`config.mk`:
```
export PLATFORM = sky130hd
export DESIGN_NAME = pc_sequencer
export DESIGN_NICKNAME = d
export VERILOG_FILES = /design/src/rtl/pc_sequencer.sv
export SDC_FILE = /design/constraint.sdc
export NUM_CORES = 1
export LEC_CHECK = 0
export ABC_CLOCK_PERIOD_IN_PS = 5850
export CAP_MARGIN = 20
export CORE_AREA = 2 2 128 130
export CTS_CLUSTER_DIAMETER = 40
export CTS_CLUSTER_SIZE = 12
export DETAILED_ROUTE_END_ITERATION = 12
export DIE_AREA = 0 0 130 132
export GPL_ROUTABILITY_DRIVEN = 0
export MAX_ROUTING_LAYER = met4
export PLACE_DENSITY = 0.78
export REMOVE_ABC_BUFFERS = 1
export SLEW_MARGIN = 20
export SYNTH_ARGS = -nofsm -noshare
export SYNTH_HDL_FRONTEND = slang
export SYNTH_SLANG_ARGS = --single-unit
export TNS_END_PERCENT = 100
```
`constraint.sdc`:
```
create_clock -name clk -period 5.85 [get_ports clk]
set_input_delay 0.8775 -clock clk [delete_from_list [all_inputs] [get_ports clk]]
set_output_delay 0.8775 -clock clk [all_outputs]
set_load 0.1 [all_outputs]
```
`src/rtl/pc_sequencer.sv`:
```
// Program-counter sequencer: owns the fetch PC, resolves PC+4/branch/jump successors and
// runs the instruction-memory req/ack handshake. Define PC_SEQ_TRAP_EN for misaligned-target traps.
module pc_sequencer #(
  parameter int unsigned      WIDTH       = 64,
  parameter logic [WIDTH-1:0] RESET_PC    = '0,
  parameter logic [WIDTH-1:0] TRAP_VECTOR = WIDTH'(64'h100)
) (
  input  logic             clk,
  input  logic             reset,
  output logic             imem_req,
  output logic [WIDTH-1:0] imem_addr,
  input  logic             imem_ack,
  output logic             inst_valid,
  input  logic             branch_taken,
  input  logic [WIDTH-1:0] branch_target,
  input  logic             jump,
  input  logic [WIDTH-1:0] jump_target,
  input  logic             stall,
  input  logic             halt,
  output logic [WIDTH-1:0] pc,
  output logic [WIDTH-1:0] next_pc,
`ifdef PC_SEQ_TRAP_EN
  output logic             trap,
`endif
  output logic             halted
);

`ifdef PC_SEQ_TRAP_EN
  typedef enum logic [2:0] {
    S_IDLE, S_FETCH, S_WAIT, S_HOLD, S_HALT, S_TRAP
  } state_t;
`else
  typedef enum logic [2:0] {
    S_IDLE, S_FETCH, S_WAIT, S_HOLD, S_HALT
  } state_t;
`endif

  localparam logic [WIDTH-1:0] PC_STEP    = WIDTH'(4);
  localparam logic [WIDTH-1:0] ALIGN_MASK = ~WIDTH'(3);

  state_t           state_q, state_d;
  logic [WIDTH-1:0] pc_q, pc_d;
  logic             halted_q, halted_d;
`ifdef PC_SEQ_TRAP_EN
  logic             trap_q, trap_d;
`endif

  logic             resolve;
  logic             redirect;
  logic [WIDTH-1:0] target;
  logic [WIDTH-1:0] pc_inc;

  // Sequential successor wraps modulo 2^WIDTH; the carry out is simply dropped.
  function automatic logic [WIDTH-1:0] pc_increment(input logic [WIDTH-1:0] cur);
    return cur + PC_STEP;
  endfunction

  function automatic logic [WIDTH-1:0] align_target(input logic [WIDTH-1:0] tgt);
    return tgt & ALIGN_MASK;
  endfunction

  function automatic logic is_misaligned(input logic [WIDTH-1:0] tgt);
    return (tgt & ~ALIGN_MASK) != '0;
  endfunction

  assign pc_inc     = pc_increment(pc_q);
  assign next_pc    = pc_inc;
  assign pc         = pc_q;
  assign imem_addr  = pc_q;
  assign imem_req   = (state_q == S_FETCH) || (state_q == S_WAIT);
  assign inst_valid = imem_req & imem_ack;
  assign halted     = halted_q;
`ifdef PC_SEQ_TRAP_EN
  assign trap       = trap_q;
`endif

  assign redirect = jump | branch_taken;
  assign target   = jump ? jump_target : branch_target;

  always_comb begin
    state_d = state_q;
    pc_d    = pc_q;
    resolve = 1'b0;

    case (state_q)
      S_IDLE:          state_d = S_FETCH;
      S_FETCH, S_WAIT: begin
        if (imem_ack) resolve = 1'b1;
        else          state_d = S_WAIT;
      end
      S_HOLD:          resolve = ~stall;
      S_HALT:          state_d = S_HALT;
`ifdef PC_SEQ_TRAP_EN
      S_TRAP:          state_d = S_FETCH;
`endif
      default:         state_d = S_IDLE;
    endcase

    // Control inputs only matter at a commit or when a hold is released.
    if (resolve) begin
      if (halt) begin
        state_d = S_HALT;
      end else if (stall) begin
        state_d = S_HOLD;
      end else begin
        state_d = S_FETCH;
        if (redirect) begin
`ifdef PC_SEQ_TRAP_EN
          if (is_misaligned(target)) begin
            pc_d    = TRAP_VECTOR;
            state_d = S_TRAP;
          end else begin
            pc_d = target;
          end
`else
          pc_d = align_target(target);
`endif
        end else begin
          pc_d = pc_inc;
        end
      end
    end

    halted_d = (state_d == S_HALT);
`ifdef PC_SEQ_TRAP_EN
    trap_d   = (state_d == S_TRAP);
`endif
  end

  always_ff @(posedge clk) begin
    if (reset) begin
      state_q  <= S_IDLE;
      pc_q     <= RESET_PC;
      halted_q <= 1'b0;
`ifdef PC_SEQ_TRAP_EN
      trap_q   <= 1'b0;
`endif
    end else begin
      state_q  <= state_d;
      pc_q     <= pc_d;
      halted_q <= halted_d;
`ifdef PC_SEQ_TRAP_EN
      trap_q   <= trap_d;
`endif
    end
  end

endmodule

```
Yosys cells after proc, flatten, opt, wreduce, memory -nomap -nowiden
Index checks and enable logic that the tools add are counted.

word-level totals
  register bits after elaboration = 68
  input bits = 135
  word-level logic and storage cells = 26

operators by class
  add/subtract/negate cells = 1
  equal/unequal tests = 5
  muxes and demuxes = 9
  bitwise operators = 4
  reduce and logical (&&, ||, !) cells = 4

operator list
  cell                     number
  $mux W64                 2
  $add A64 B3 Y64 const B  1
  $pmux W3 S4              1
  $mux W3                  3
  $eq A3 B2 Y1 const B     2
  $eq A3 B3 Y1 const B     2
  $eq A3 B1 Y1 const B     1
  $logic_not A3 Y1         1
  $reduce_and A3 Y1        1
  $mux W2                  1
  $not A1 Y1               2
  $pmux W1 S2              1
  $reduce_or A2 Y1         1
  $and A1 B1 Y1            1
  $logic_or A1 B1 Y1       1
  $mux W1                  1
  $or A1 B1 Y1             1

Longest topological paths before layout
  word-level depth = 5
  gate-level depth with buffers = 8
  mapped depth without buffers = 7

Worst setup path before layout
No wires, ideal clock.

  path kind = flip-flop to output port
  from = register pc_q[22] (netlist: imem_addr[22])
  to = output next_pc[50]
  arrival = 4.205 ns
  data required time = 4.973 ns
  slack = 0.767 ns
  stages on the path, launching flop included = 7
  buffers on the path = 1
  cells stage by stage = dfxtp_1 -> buf_2 -> nand2_2 -> or3_4 -> nor4_4 -> or4b_4 -> xnor2_1

on the way
  longest elaborated chain between the ends = 1

ends and longest elaborated chain
  element                   line  RTL
  start: declaration        42    logic [WIDTH-1:0] pc_q, pc_d;
  start signal: assignment  140   pc_q <= pc_d;
  $add A64 B3 Y64           55    return cur + PC_STEP;
  end: declaration          21    output logic [WIDTH-1:0] next_pc,

No other way between the ends.

Worst setup path after layout
  from = register pc_q[10] (netlist: imem_addr[10])
  to = output next_pc[57]

The elaborated chain is that of the path after synthesis.

==> results.py <==
metrics = {
    "worst_setup_path": {
        "path_class": "reg2out",
        "cpPeakStageDelay_ns": 1.14,
        "r2r_cells": 6,
        "crit_start": "imem_addr[10]$_SDFFE_PP0P_",
        "path_buf_inv": 1,
        "endpoint": "next_pc[57]",
        "cpMaxStageDelayCell": "clkdlybuf4s50_1",
        "worst_ep_arrival_time_ns": 4.13,
        "reg2reg_slack_ns": 2.86,
        "crit_required_ns": 4.97,
        "reg2reg_to": "imem_addr[49]$_SDFFE_PP0P_",
        "rr_startpoint": "imem_addr[10]$_SDFFE_PP0P_",
        "worstSetupStartpointType": "flip-flop",
        "worst-path-max-fanout": 10,
        "crit_family": "simple AND/OR/NAND/NOR gates",
        "cp-end-kind": "primary output",
        "path_cells": "and4_1, nand3_1, or3_1, nor3_2, xor2_1, clkdlybuf4s50_1",
        "cp.depth": 6,
    },
    "die": {
        "die_w_um": 130,
        "fp.dieH_um": 132,
        "die_area_um2": 17200,
        "pin_count": 330,
        "coreArea_um2": 15700,
        "start_util_pct": 36.8,
        "fp-row-count": 46,
    },
    "place": {
        "placed_area_um2": 8600,
        "io_buffers": 319,
        "placed_cells": 1200,
        "dp_hpwl_um": 17800,
    },
    "yosys": {
        "netlist.area_leader.share_pct": 22.9,
        "synth_area_leader_cell": "dfxtp_1",
        "synthCells": 775,
        "ys.warnings.count": 0,
        "async_flop_share_pct": 0,
        "syn_area_um2": 5780,
        "yosysSeqAreaShare_pct": 22.9,
        "ys.flop_type": "dfxtp_1",
        "synth_cell_types": 65,
        "ys_ff_latch": 66,
        "synth_area_leaders": "dfxtp_1, buf_4, a22oi_1, o21ai_0, xor2_1",
        "syn_area_per_cell_um2": 7.46,
        "synth_enable_flop_cells": 0,
    },
    "power_and_ir_drop": {
        "p_leak_nw": 3.14,
        "swShare_pct": 42.1,
        "p_sw_mw": 0.702,
        "ir_drop_mv": 0.136,
        "pwr-share-clk_pct": 30.2,
        "power_density_nw_per_um2": 188,
        "combinationalPowerShare_pct": 39.7,
        "pwr-share-seq_pct": 30.1,
        "p_int_mw": 0.963,
    },
    "timing": {
        "worst_clock_skew_ns": 0.00327,
        "slew_viol_final": 0,
        "grt_setup_unrepaired": "false",
        "fmax_mhz": 200,
        "period_minus_slack_ns": 5.01,
        "hold_violations": 0,
        "slew_headroom_pct": 31.4,
        "setup_viol": 0,
        "fin_crit_sh_pct": 85.6,
        "tightestPinTransition_ns": 1.03,
    },
    "clock_network": {
        "cts_setup_buffers": 0,
        "postCtsHoldBufs": 0,
        "cts_resized": 0,
        "cts.sinks": 66,
        "path_clk_slew_ns": 0.05,
        "cts_tree": "built",
        "clock_latency_ns": 0.34,
        "numCtsBuffers": 9,
        "cts_root_buffer": "clkbuf_16",
        "cts_buffer_depth": 2,
        "cts-htree-levels": 3,
    },
    "drt": {
        "drc": 0,
        "num_vias": 6929,
        "wl_per_cell_um": 19.8,
        "vias_per_cell": 5.70,
        "drt-total-wl_um": 24100,
        "drtAntennaViolNets": 0,
        "drt-initial-drc-count": 664,
        "dr.pass1.iters": 5,
    },
    "layout": {
        "area_growth_pct": 53.5,
        "drive_gt1_share_pct": 5.50,
        "final_cell_mix": "clkdlybuf4s50_1, dfxtp_1, nor2_1",
        "final_util_pct": 56.4,
        "fill_cells": 1484,
        "n_antenna_cell": 0,
        "stdcell_count": 1216,
        "fin_nets": 1131,
        "fin_area_um2": 8870,
        "layout_commonest_cell": "clkdlybuf4s50_1",
    },
    "worst_hold_path": {
        "hp-class": "reg2reg",
    },
    "global_route": {
        "grt_pass1_wl_um": 35800,
        "grt_max_degree": 42,
        "overflow": 0,
        "first_global_vias": 6305,
        "grt_antenna_before_repair": 0,
        "grt.total_usage_pct": 27.4,
    },
    "outcome": {
        "run_status": "finished clean",
    },
    "job": {
        "maxCapViolCount": 0,
    },
}
-- cells by family (layout without fill, tap and decap cells) --
logic type / Yosys count / count (layout) / synth area share (%)
buf+inv: 143 / 363 / 13.9
flops: 66 / 66 / 22.9
fa+ha+maj: 1 / 1 / 0.217
simple gates: 245 / 245 / 22.6
xor+xnor: 61 / 61 / 9.25
other cells: 1 / 6 / 0.0649
compound gates: 249 / 249 / 29.5
mux: 9 / 9 / 1.56
-- worst min-delay path by stage --
stage	start	slack, ns	cells past startpoint	endpoint
3_5_place_dp	imem_addr[61]$_SDFFE_PP0P_	0.54	2	imem_addr[61]$_SDFFE_PP0P_
4_1_cts	imem_addr[61]$_SDFFE_PP0P_	0.55	2	imem_addr[61]$_SDFFE_PP0P_
6_report	imem_addr[61]$_SDFFE_PP0P_	0.55	2	imem_addr[61]$_SDFFE_PP0P_
5_1_grt	imem_addr[3]$_SDFFE_PP0P_	0.57	2	imem_addr[3]$_SDFFE_PP0P_
3_3_place_gp	imem_addr[3]$_SDFFE_PP0P_	0.53	2	imem_addr[3]$_SDFFE_PP0P_
2_1_floorplan	state_q[2]$_SDFF_PP0_	0.50	2	halted$_SDFF_PP0_
-- cell usage after synthesis (all sizes together), types with 8 or more instances --
library cell and instances:
o31ai 15, xnor2 29, nand4 22, nand3 27
nor4 15, xor2 32, a21oi 49, a22oi 40
clkbuf 41, buf 85, nor2 65, a21o 8
nor3 27, o2bb2ai 10, o21ai 59, a32o 11
mux2i 9, nand2 52, dfxtp 66, inv 17
-- state kept, by name (all words and copies together), names as in the netlist --
| name | flops |
|---|---|
| imem_addr | 62 |
| state_q | 3 |
| halted | 1 |
-- per-stage QoR --
step                      setup slack, ns  hold WS, ns  setup TNS (ns)  power [mW]
after floorplan                     -1.37        0.503          -31.81       0.938
after global placement               1.28        0.529               0        1.17
after detailed placement             1.26        0.540               0        1.17
after CTS                           0.888        0.548               0        1.67
after global routing                0.654        0.565               0        1.72
final                               0.841        0.553               0        1.66
-- cell type report --
type / instances / area, um^2 / area share [%]
inverters: 17 / 63.8 / 0.720
well taps: 216 / 270 / 3.05
multi-input cells: 571 / 3690 / 41.6
flip-flops and latches: 66 / 1320 / 14.9
clock inverters: 3 / 15.0 / 0.169
clock buffers: 13 / 250 / 2.82
repair buffers: 330 / 3260 / 36.7
-- per-layer routing --
layer / track usage, % / share of wire [%] / routed length (um)
met1: 36.1 / 42 / 10100
met2: 44.2 / 48 / 11600
met3: 4.18 / 8.3 / 2000
met4: 6.21 / 1.2 / 299
met5: - / 0 / 0
-- tightest hold or removal path: cells and delay by family, from the launching register on --
family / cells / cell delay, ns
AO/OA/AOI/OAI: 1 / 0.05
buffers and inverters: 1 / 0.08
flip-flops: 1 / 0.37
-- power groups by stage --
stage / Clock, mW / Combinational, mW / Sequential (mW)
detailed placement: 0 / 0.659 / 0.510
CTS: 0.509 / 0.661 / 0.500
global placement: 0 / 0.656 / 0.510
finish: 0.502 / 0.661 / 0.501
global route: 0.527 / 0.685 / 0.505
floorplan: 0 / 0.239 / 0.699
Power figures use the tool's default switching activity.
